--- config.mk ---
export PLATFORM = sky130hd
export DESIGN_NAME = updown_button_conditioner
export DESIGN_NICKNAME = d
export VERILOG_FILES = /design/src/rtl/updown_button_conditioner.sv
export SDC_FILE = /design/constraint.sdc
export NUM_CORES = 1
export LEC_CHECK = 0
export ABC_AREA = 1
export CAP_MARGIN = 40
export CORE_MARGIN = 2
export CORE_UTILIZATION = 62
export CTS_CLUSTER_SIZE = 28
export DETAILED_ROUTE_END_ITERATION = 6
export GPL_TIMING_DRIVEN = 0
export PLACE_DENSITY = 0.8
export REMOVE_ABC_BUFFERS = 1
export SKIP_CTS_REPAIR_TIMING = 1
export SYNTH_ARGS = -nofsm -noshare
export SYNTH_HDL_FRONTEND = slang
export SYNTH_SLANG_ARGS = --single-unit
--- constraint.sdc ---
create_clock -name clk -period 1.62 [get_ports clk]
set_input_delay 0.162 -clock clk [delete_from_list [all_inputs] [get_ports clk]]
set_output_delay 0.162 -clock clk [all_outputs]
set_load 0.05 [all_outputs]
--- src/rtl/updown_button_conditioner.sv ---
// Two-channel push-button conditioner: polarity normalisation, 2-FF synchronisation and
// counter-based debounce producing stable levels plus one-cycle press pulses.
module updown_button_conditioner #(
  parameter int unsigned DB_CYCLES  = 500000,
  parameter int unsigned CNT_W      = 20,
  parameter bit          ACTIVE_LOW = 1'b1
) (
  input  logic clk,
  input  logic reset,
  input  logic btn_u_raw,
  input  logic btn_d_raw,
  output logic u,
  output logic d,
  output logic u_rise,
  output logic d_rise
);

  typedef enum logic [1:0] {
    StIdle,
    StConfirmPress,
    StPressed,
    StConfirmRelease
  } state_e;

  localparam logic [CNT_W-1:0] CntMax = CNT_W'(DB_CYCLES - 1);

  logic [1:0] raw_pol;
  logic [1:0] sync1_q;
  logic [1:0] s_q;
  logic [1:0] level;
  logic [1:0] rise;

  // Channel 0 is up, channel 1 is down; internal signals are active-high.
  assign raw_pol = {btn_d_raw, btn_u_raw} ^ {2{ACTIVE_LOW}};

  always_ff @(posedge clk or posedge reset) begin
    if (reset) begin
      sync1_q <= '0;
      s_q     <= '0;
    end else begin
      sync1_q <= raw_pol;
      s_q     <= sync1_q;
    end
  end

  for (genvar ch = 0; ch < 2; ch++) begin : g_chan
    state_e           state_q, state_d;
    logic [CNT_W-1:0] cnt_q, cnt_d;
    logic             level_q, level_d;
    logic             rise_q, rise_d;

    always_ff @(posedge clk or posedge reset) begin
      if (reset) begin
        state_q <= StIdle;
        cnt_q   <= '0;
        level_q <= 1'b0;
        rise_q  <= 1'b0;
      end else begin
        state_q <= state_d;
        cnt_q   <= cnt_d;
        level_q <= level_d;
        rise_q  <= rise_d;
      end
    end

    always_comb begin
      state_d = state_q;
      cnt_d   = cnt_q;
      rise_d  = 1'b0;
      case (state_q)
        StIdle: begin
          if (s_q[ch]) begin
            state_d = StConfirmPress;
            cnt_d   = '0;
          end
        end
        StConfirmPress: begin
          if (!s_q[ch]) begin
            state_d = StIdle;
            cnt_d   = '0;
          end else if (cnt_q == CntMax) begin
            state_d = StPressed;
            cnt_d   = '0;
            rise_d  = 1'b1;
          end else begin
            cnt_d = cnt_q + CNT_W'(1);
          end
        end
        StPressed: begin
          if (!s_q[ch]) begin
            state_d = StConfirmRelease;
            cnt_d   = '0;
          end
        end
        StConfirmRelease: begin
          if (s_q[ch]) begin
            state_d = StPressed;
            cnt_d   = '0;
          end else if (cnt_q == CntMax) begin
            state_d = StIdle;
            cnt_d   = '0;
          end else begin
            cnt_d = cnt_q + CNT_W'(1);
          end
        end
        default: begin
          state_d = StIdle;
          cnt_d   = '0;
        end
      endcase
      // Level registered from next state so it tracks the FSM with no extra cycle.
      level_d = (state_d == StPressed) || (state_d == StConfirmRelease);
    end

    assign level[ch] = level_q;
    assign rise[ch]  = rise_q;
  end

  assign u      = level[0];
  assign d      = level[1];
  assign u_rise = rise[0];
  assign d_rise = rise[1];

endmodule

==> impl_metrics.py <==
metrics = {
    "status": {
        "status": "finished clean",
    },
    "pwr": {
        "p_int_mw": 1.86,
        "pwr-share-clk_pct": 38.2,
        "p_seq_share_pct": 54.3,
        "max-vdd-ir-drop_mv": 0.624,
        "power.switching_uw": 546,
        "switching_share_pct": 22.7,
        "leakage_nw": 1.73,
        "power_density_nw_per_um2": 656,
        "pwr-share-comb_pct": 7.5,
    },
    "cells_and_area": {
        "diodes": 0,
        "final_cells": 527,
        "syn_to_final_growth_pct": 16.2,
        "drive_gt1_share_pct": 17.2,
        "fin_nets": 465,
        "final_util_pct": 76.2,
    },
    "clock_tree": {
        "clock_latency_ns": 0.30,
        "cts.path.max_buffers": 2,
        "cts.sink_count": 51,
        "tritoncts": "yes",
        "root_buffer": "clkbuf_8",
        "cts_buffers": 5,
        "clkSlewWorstSetupHoldPaths_ns": 0.09,
        "cts_max_level": 2,
    },
    "timing": {
        "min_period_over_period_pct": 97.6,
        "relSlewSlack_pct": 66.1,
        "finalWorstSetupSlack_ns": 0.0391,
        "skew_ns": 0.00871,
        "setup_violations": 0,
        "finalHoldViolCount": 0,
        "max_freq_mhz": 633,
        "tightest_slew_ns": 0.508,
        "finalCriticalPeriod_ns": 1.58,
        "final-max-slew-violation-count": 0,
    },
    "setup_path": {
        "crit_path_end": "g_chan[1].cnt_q[5]$_DFFE_PP0P_",
        "cp-start-kind": "flip-flop",
        "r2r_slack_ns": 0.04,
        "crit_fanout": 9,
        "setup.worst_path.start": "g_chan[1].cnt_q[0]$_DFFE_PP0P_",
        "crit_path_end_kind": "flip-flop",
        "r2r-end": "g_chan[1].cnt_q[5]$_DFFE_PP0P_",
        "reg2reg_depth": 9,
        "r2r_start": "g_chan[1].cnt_q[0]$_DFFE_PP0P_",
        "crit_arrival_ns": 1.78,
        "critical_path_class": "flip-flop to flip-flop",
        "cp.required_ns": 1.82,
    },
    "grt": {
        "grt_use_total_pct": 24.5,
        "grt_pass1_wl_um": 10700,
        "grt-ovfl-total": 0,
        "antenna_found_initial": 0,
        "grt_max_degree": 37,
        "use_met1_pct": 29.8,
        "use_met2_pct": 43.6,
        "met3_usage_pct": 4.50,
        "grt_pass1_vias": 2504,
        "top_usage_layer": "met2",
    },
    "drt": {
        "dr.pass1.iters": 4,
        "drt_iter0_drc": 168,
        "drcViolationCount": 0,
        "vias": 2732,
        "vias_per_cell": 5.18,
        "routedWlPerCell_um": 12.7,
        "wirelength_um": 6710,
        "antenna_left": 0,
    },
    "synthesis": {
        "synth-seq-area-share_pct": 40.4,
        "synth_seq_cells": 51,
        "synth_enable_flop_cells": 0,
        "synthArstFlopShare_pct": 100,
        "synth_top_area_cell": "dfrtp_1",
        "yosysTopAreaCellShare_pct": 40.4,
        "synth_warnings": 0,
        "ys_types": 30,
        "syn_area_um2": 3160,
        "syn_inst": 434,
        "synth_area_per_cell_um2": 7.28,
        "ys.flop_type": "dfrtp_1",
        "synthTopCellsByArea": "dfrtp_1, nand2_1, inv_1",
    },
    "floorplanning": {
        "start_util_pct": 65.6,
        "fp.dieH_um": 75.4,
        "die_w_um": 75.4,
        "row_count": 25,
        "core_um2": 4820,
        "die_area_um2": 5680,
        "num_io_pins": 8,
    },
    "place": {
        "io_buffers": 7,
        "gp_congestion": 0.888,
        "dp_cells": 505,
        "dp.final_hpwl_um": 4590,
        "place_ws_ns": -0.165,
    },
    "run": {
        "cap_violations": 0,
    },
    "min_path": {
        "hold_class": "primary input to async pin",
    },
}
cells in the mapped netlist (2+ instances only):
library cell and n:
nor2_8 2, nor3_1 4, nand2_1 144, nand2_2 6
nor2_1 54, nand3_2 10, o21ai_0 17, dfrtp_1 51
xor2_1 15, o21bai_1 2, inv_1 56, nor2_2 7
nand3_1 28, nand2_4 3, nand4_1 13, nor2_4 4
buf_6 2, ha_1 2, inv_2 3
placed cells by master, fill, tap and decap left out, drive strengths merged, types with 2 or more instances in the layout:
master / instances
nand2: 153
nor2: 68
inv: 59
dfrtp: 51
nand3: 38
o21ai: 18
xor2: 15
nand4: 13
buf: 12
clkbuf: 7
dlymetal6s2s: 4
nor3: 4
clkdlybuf4s50: 3
o21bai: 2
clkinvlp: 2
ha: 2
or2: 2
power by group through the flow:
stage | registers [mW] | logic, mW | clock network [mW]
floorplan | 1.33 | 0.0906 | 0
global placement | 1.33 | 0.120 | 0
detailed placement | 1.33 | 0.129 | 0
CTS | 1.30 | 0.129 | 0.952
global route | 1.31 | 0.200 | 0.982
finish | 1.31 | 0.180 | 0.920
registers in the layout (all words and copies together) (netlist names):
| register | cells |
|---|---|
| sync1_q | 2 |
| g_chan.state_q | 3 |
| d | 1 |
| u | 1 |
| u_rise | 1 |
| g_chan.cnt_q | 40 |
| s_q | 2 |
| d_rise | 1 |
per-layer routing:
layer	wire length (um)	up-vias
li1	-	1402
met1	2910	1273
met2	3440	38
met3	159	19
met4	201	0
met5	0	-
worst max-delay path: stages (launching register included):
cell,delay [ns]
dfrtp_2,0.44
ha_4,0.15
nand2_2,0.08
nor2_4,0.13
nand3_4,0.11
nor2_4,0.14
nor2_4,0.05
buf_12,0.14
nor2_4,0.16
nor2_1,0.06
kinds of logic after synthesis:
group           Yosys count  share of synthesized area (%)
buf+inv                  64                           8.64
mux                       1                          0.317
simple gates            277                           41.2
xor+xnor                 16                           4.68
fa+ha+maj                 2                          0.792
flops                    51                           40.4
compound gates           23                           4.00
through the flow:
step	hold slack, ns	setup TNS (ns)	cell area [um2]	power [mW]
after floorplan	0.221	0	3110	1.42
after global placement	0.334	-38.48	3260	1.45
after detailed placement	0.336	-1.84	3280	1.46
after CTS	0.136	-2.52	3400	2.39
after global routing	0.167	-0.311	3670	2.49
final	0.140	0	3670	2.41
how the worst min path moves through the flow:
stage                    startpoint                         endpoint  slack (ns)  cells past startpoint
6_report                      reset  g_chan[0].cnt_q[15]$_DFFE_PP0P_        0.14                      2
5_1_grt                       reset  g_chan[0].cnt_q[14]$_DFFE_PP0P_        0.17                      2
4_1_cts                       reset  g_chan[0].cnt_q[15]$_DFFE_PP0P_        0.14                      2
3_5_place_dp   sync1_q[0]$_DFF_PP0_                 s_q[0]$_DFF_PP0_        0.34                      0
3_3_place_gp   sync1_q[0]$_DFF_PP0_                 s_q[0]$_DFF_PP0_        0.33                      0
2_1_floorplan             btn_u_raw             sync1_q[0]$_DFF_PP0_        0.22                      1
cell type report:
cell class              count  area [um2]
clock buffers               6        82.6
clock inverters             2        35.0
fillers                   368        1150
inverters                  60         229
multi-input cells         320        1720
flip-flops and latches     51        1280
well taps                  67        83.8
repair buffers             20         233
repair inverters            1        7.51
Note: power is estimated with default switching activity, not from simulation.
==> variant 1 (same flow settings) <==
Make the reset (`reset`) synchronous in 2 clocked blocks.
--- a/src/rtl/updown_button_conditioner.sv
+++ b/src/rtl/updown_button_conditioner.sv
@@ -35,3 +35,3 @@
 
-  always_ff @(posedge clk or posedge reset) begin
+  always_ff @(posedge clk) begin
     if (reset) begin
@@ -51,3 +51,3 @@
 
-    always_ff @(posedge clk or posedge reset) begin
+    always_ff @(posedge clk) begin
       if (reset) begin
Behaviour: same outputs for any inputs over 10 cycles, from zero or initial values and one cycle with reset high; that may be too few to reach the edited logic, so the function may still have changed.
==> variant 1 against the unedited design <==
Combinational power is 48% lower. Highest routed layer unchanged. Power down 5.2%. Sequential power decreased by 4%. Routed wire length shrank 20%. Die area decreased by 15%. Maximum frequency increased by 0.22%. Synthesized cell count decreased by 9.7%. Synthesized area fell by 16%. Hold slack improved by 220 ps. Largest power group unchanged. Sequential cell count stayed put. Clock power is 0.7% higher. Worst setup slack gained 3.5 ps. Final area is 20% lower.
==> variant 1: results (changes against the unedited design) <==
The tools report the clock tree root driver cell as clkbuf_8. The logs give 22.3% (-2.2 points) for the combined global-route utilization of all metal layers and 110 ps (+70 ps) for the slack of the worst reg-to-reg path. The clock edge transition at the registers on the reported setup and hold paths is 90 ps (about the same). For the maximum number of pins on one net before global-route repair, the log shows 16 (-57%).

The placement-stage worst setup slack was -154 ps (+11.3 ps). The fraction of final layout cells with drive strength greater than 1 is 12.8% (-4.3 points). For the number of antenna violations at the first check in global routing, the log shows 0 (unchanged).

The flow ran to the end, and the final reports show no timing, DRC or antenna violations. The number of levels in the clock H-tree was 2 (unchanged); the maximum buffer depth of the clock tree was 2 (unchanged). The via count of the first global-routing pass is 2116 (-15%).

g_chan.cnt_q holds more flip-flops than any other register. The async set-or-reset flop fraction in the synthesized netlist came out at 0% (-100 points). Highest ir drop seen on vdd: 0.000687 V (+10%). On the critical path, the stage with the largest delay is an instance of clkdlybuf4s50_1. The largest clock skew in the final design is 4.99 ps (-3.72 ps), and the via count is 2373 (-13%).

In the final layout, the registers with the most flip-flops are g_chan.cnt_q: 40 flops, g_chan.state_q: 3 flops. The tools report the launch point of the worst reg-to-reg path as g_chan[1].cnt_q[1]$_SDFFE_PP0P_. The count of input and output buffers works out to 7 (unchanged).

The tools report the internal power component as 1.79 mW (-4.0%). The run gives 40.6% (+2.4 points) as the clock share of power. The combinational cell fraction of total power is 4.1% (-3.4 points). The placed wire-length estimate is 3.84 mm (-16%). The clock-net power is 0.926 mW (+0.7%), and the average instance area after synthesis is 6.78 um2 (-6.8%). For the smallest hold slack, the log shows 358 ps (+218 ps). The run gives 8.86 mm (-17%) as the global-route wire length before repair. The tools report the first-iteration detailed-routing DRC count as 111 (-34%). The critical hold path startpoint was btn_d_raw. The flip-flop cell with the highest count after synthesis was dfxtp_1.

The depth of the worst register-to-register path was 8 (-1); the number of distinct library cells after synthesis was 28 (-6.7%). The maximum single-stage delay on the critical path is 800 ps (+360 ps). Among cell families on the critical path, the largest total delay comes from buffers and inverters.

Actual transition at the worst max-transition pin: 516 ps (+8.40 ps). In the synthesized netlist, the cells that appear most often are nand2_1, nor2_1, dfxtp_1. The sequential area share after synthesis was 38.4% (-2.0 points); the cell leakage power was 1.12 nW (-35%). Routed wire length: 5.34 mm (-20%). Terminating pin of the worst hold path: sync1_q[1]$_SDFF_PP0_. The run gives 444 (-12%) as the count of placed standard cells including taps. The antenna diode instance count is 0 (unchanged), and the first-pass detailed-route iteration total is 4 (unchanged). The average via count per standard cell is 5.22 (+0.60%). The total placed instance area was 0.00275 mm2 (-16%); the final weighted congestion in routability-driven placement was 0.914 (+3.0%). Sorting the synthesized cells by area gives the leading types as dfxtp_1, nand2_1, nor2_1, inv_1, nand3_1. The highest net fanout along the worst path is 1 (-8). The final net count came out at 410 (-12%). The destination of the worst register-to-register timing path was g_chan[1].cnt_q[9]$_SDFFE_PP0P_.

Worst hold path class: in2reg. The final-report setup violation count is 0 (unchanged). The logs give 1420 ps (-360 ps) for the data arrival time of the worst path and 0 (unchanged) for the number of max-slew violations in the final report.
[variant 1: cell types whose count changed after synthesis, sizes merged, moves of 7 or more]
cell   change
o21ai     -11
dfxtp     +51
nor2      +15
nand2     -49
dfrtp     -51
nand3      -7
[variant 1: cells by family after synthesis]
kind of cell               Yosys count  share of synthesized area (%)
buffers and inverters               59                           9.03
DFF                                 51                           38.4
and+or+nand+nor                    243                           41.6
AOI/OAI and AO/OA                   19                           4.14
xor gates and xnor gates            18                           5.93
adders and majority gates            2                          0.941
[variant 1: how the worst max path moves through the flow]
stage / start / endpoint / slack (ps) / cells past startpoint
4_1_cts: d$_SDFF_PP0_ / d / -80 / 1
3_5_place_dp: reset / g_chan[1].cnt_q[9]$_SDFFE_PP0P_ / -150 / 4
6_report: u_rise$_SDFF_PP0_ / u_rise / 40 / 1
5_1_grt: u_rise$_SDFF_PP0_ / u_rise / 1 / 1
3_3_place_gp: reset / g_chan[1].cnt_q[9]$_SDFFE_PP0P_ / -130 / 4
2_1_floorplan: d$_SDFF_PP0_ / g_chan[1].cnt_q[16]$_SDFFE_PP0P_ / 60 / 9
[variant 1: worst reg2reg max path, stage by stage, from the launching register on]
cell	delay (ps)
dfxtp_1	360
ha_1	170
nand3_1	90
inv_2	130
nand3_2	120
o21bai_2	180
nand2_2	140
nand2_8	140
nor2_1	70
[variant 1: cell type report]
type,count,area (um2)
sequential,51,1020
inverter,54,206
clock buffer,6,82.6
multi-input combinational,282,1440
clock inverter,2,35.0
tap,50,62.6
fill,331,1110
timing repair buffer,10,97.6
[variant 1: metal layers]
| layer | global-route usage, % | part of all wire [%] |
|---|---|---|
| met3 | 4.22 | 4.3 |
| met4 | 7.41 | 1.1 |
| met5 | 0 | 0 |
| met1 | 30.3 | 51 |
| met2 | 35.8 | 44 |
==> variant 2 (same settings) <==
Made on the original files. Change the parameter `ACTIVE_LOW` from 1'b1 to 1'b0.
--- a/src/rtl/updown_button_conditioner.sv
+++ b/src/rtl/updown_button_conditioner.sv
@@ -5,3 +5,3 @@
   parameter int unsigned CNT_W      = 20,
-  parameter bit          ACTIVE_LOW = 1'b1
+  parameter bit          ACTIVE_LOW = 1'b0
 ) (
Formal check against the unedited RTL: no difference found for any inputs over 10 cycles, from zero or initial values and one cycle with reset high; that may be too few to reach the edited logic, so the function may still have changed.
==> variant 2 against the unedited design <==
Synthesized area down 9.1%. Sequential cell count unchanged. Largest cell class unchanged. Power fell by 7.6%. Final area shrank 11%. Final cell count down 15%. Non-clock buffer count decreased by 1. Routed wire length decreased by 13%. Worst setup slack gained 3.6 ps.
==> variant 2: results (changes against the unedited design) <==
The maximum buffer depth of the clock tree is 2 (unchanged). Worst hold path class: in2async. At the later pin of the worst-skew pair, clock insertion delay measures 310 ps. The run gives 0 (unchanged) as the number of antenna violations at the first check in global routing. In this run the clock root is driven by a clkbuf_8. By area the synthesized netlist is led by dfrtp_1, nand2_1, nor2_1, inv_1, xor2_1. The logs give 3.01 mm (-12%) for the met2 routed wirelength and 40 ps for the slack of the worst reg-to-reg path. The fraction of final layout cells with drive strength greater than 1 came out at 14.8% (-2.3 points). The highest ir drop seen on vdd was 0.000658 V (+5.5%); the highest net fanout along the worst path was 10 (+1).

The first-iteration detailed-routing DRC count came out at 128 (-24%). In the final layout, the registers with the most flip-flops are g_chan.cnt_q: 40 flops, g_chan.state_q: 3 flops. The logs give 9.77 mm (-9.0%) for the global-route wire length before repair and 323 (-12%) for the total of fill cells in the finished design.

Post-route core utilization: 74.2% (-1.9 points). Sequential area share after synthesis: 44.5% (+4.1 points). Maximum number of pins on one net before global-route repair: 32 (-14%). The highest signal layer in the routed design was met4. Broken down by cell family, the worst path's largest delay share belongs to simple AND/OR/NAND/NOR gates.

The count of warnings emitted by yosys is 0 (unchanged), and the count of input and output buffers is 7 (unchanged). The commonest cells after synthesis are nand2_1, nor2_1, inv_1. The largest clock skew in the final design was 13.4 ps (+4.64 ps).

For the post-route met1 wirelength, the log shows 2.53 mm (-13%). After clock tree synthesis, the clock-pin slew on the worst setup and hold paths is 100 ps. The logs give 33 (+10%) for the number of distinct library cells after synthesis and 1.59 nW (-8.3%) for the cell leakage power. The run gives 197 um (+24%) as the wire length on met3. The antenna diode instance count is 0 (unchanged), and the via count is 2456 (-10%). The maximum single-stage delay on the critical path works out to 400 ps (-40 ps).

For the number of levels in the clock H-tree, the log shows 2 (unchanged). The data arrival time of the worst path came out at 1780 ps (about the same). The routed wire length came out at 5.84 mm (-13%). The final weighted congestion in routability-driven placement was 0.836 (-5.9%). The actual transition at the worst max-transition pin works out to 515 ps (+7.41 ps). The combined global-route utilization of all metal layers was 23.9% (-0.60 points); the first-pass detailed-route iteration total was 4 (unchanged). The internal power component is 1.69 mW (-9.2%).

Flip-flop cell with the highest count after synthesis: dfrtp_1. The async set-or-reset flop fraction in the synthesized netlist was 100% (unchanged). The run gives 4.00 mm (-13%) as the placed wire-length estimate.

The library cell contributing the largest single delay on the critical path is dfrtp_1. For the via count of the first global-routing pass, the log shows 2274 (-9.2%). The total placed instance area was 0.00300 mm2 (-8.7%).

For the number of max-slew violations in the final report, the log shows 0 (unchanged). Final net count: 403 (-13%). CTS buffer count: 5 (unchanged). The run finished with clean final reports.
[variant 2: cell types whose count changed after synthesis, sizes merged, moves of 3 or more]
| cell | delta |
|---|---|
| a21oi | +3 |
| nor2 | +9 |
| o22ai | +10 |
| nand3 | -12 |
| nand2 | -66 |
[variant 2: logic make-up (layout without fill, tap and decap cells)]
family	count (synthesis)	after routing	synth area share, %
simple gates	210	210	34.0
buf+inv	62	85	8.72
flops	51	51	44.5
compound gates	31	31	6.10
xor+xnor	19	19	5.80
fa+ha+maj	2	2	0.872
[variant 2: power by group through the flow]
| stage | Sequential [mW] | Combinational [mW] | Clock, mW |
|---|---|---|---|
| final | 1.30 | 0.150 | 0.772 |
| after CTS | 1.30 | 0.119 | 0.799 |
| after floorplan | 1.32 | 0.0797 | 0 |
| after global placement | 1.32 | 0.110 | 0 |
| after global routing | 1.30 | 0.170 | 0.851 |
| after detailed placement | 1.33 | 0.119 | 0 |
[variant 2: routing by layer]
layer  vias to the layer above  global-route usage (%)
met5                         -                       0
met2                        44                    41.5
met3                        10                    4.03
met1                      1174                    29.8
met4                         0                    9.64
li1                       1228                       -
[variant 2: area by class of cell]
| class | instances | area (um2) | area share (%) |
|---|---|---|---|
| clock inverters | 2 | 16.3 | 0.497 |
| multi-input cells | 262 | 1430 | 43.7 |
| flip-flops and latches | 51 | 1280 | 39.0 |
| repair buffers | 19 | 183 | 5.58 |
| clock buffers | 6 | 82.6 | 2.52 |
| well taps | 52 | 65.1 | 1.99 |
| inverters | 58 | 223 | 6.80 |
[variant 2: per-stage QoR]
stage	hold WS [ps]	power [mW]	instances	TNS, ps	setup WS [ps]
6_report	208	2.22	450	0	42.7
5_1_grt	252	2.33	450	-481	-48.2
4_1_cts	194	2.22	439	-1300	-155
3_5_place_dp	337	1.44	431	-923	-146
3_3_place_gp	334	1.44	430	-37620	-727
2_1_floorplan	193	1.40	371	-168	-84.0
[variant 2: worst paths after layout]
check	startpoint	endpoint	cells past startpoint
setup / recovery	g_chan[1].cnt_q[0]$_DFFE_PP0P_	g_chan[1].cnt_q[18]$_DFFE_PP0P_	8
hold / removal	reset	u_rise$_DFF_PP0_	2
setup reg to reg	g_chan[1].cnt_q[0]$_DFFE_PP0P_	g_chan[1].cnt_q[18]$_DFFE_PP0P_	8
hold reg to reg	sync1_q[0]$_DFF_PP0_	s_q[0]$_DFF_PP0_	0
max in group asynchronous	reset	g_chan[1].cnt_q[19]$_DFFE_PP0P_	3
min in group clk	btn_d_raw	sync1_q[1]$_DFF_PP0_	1
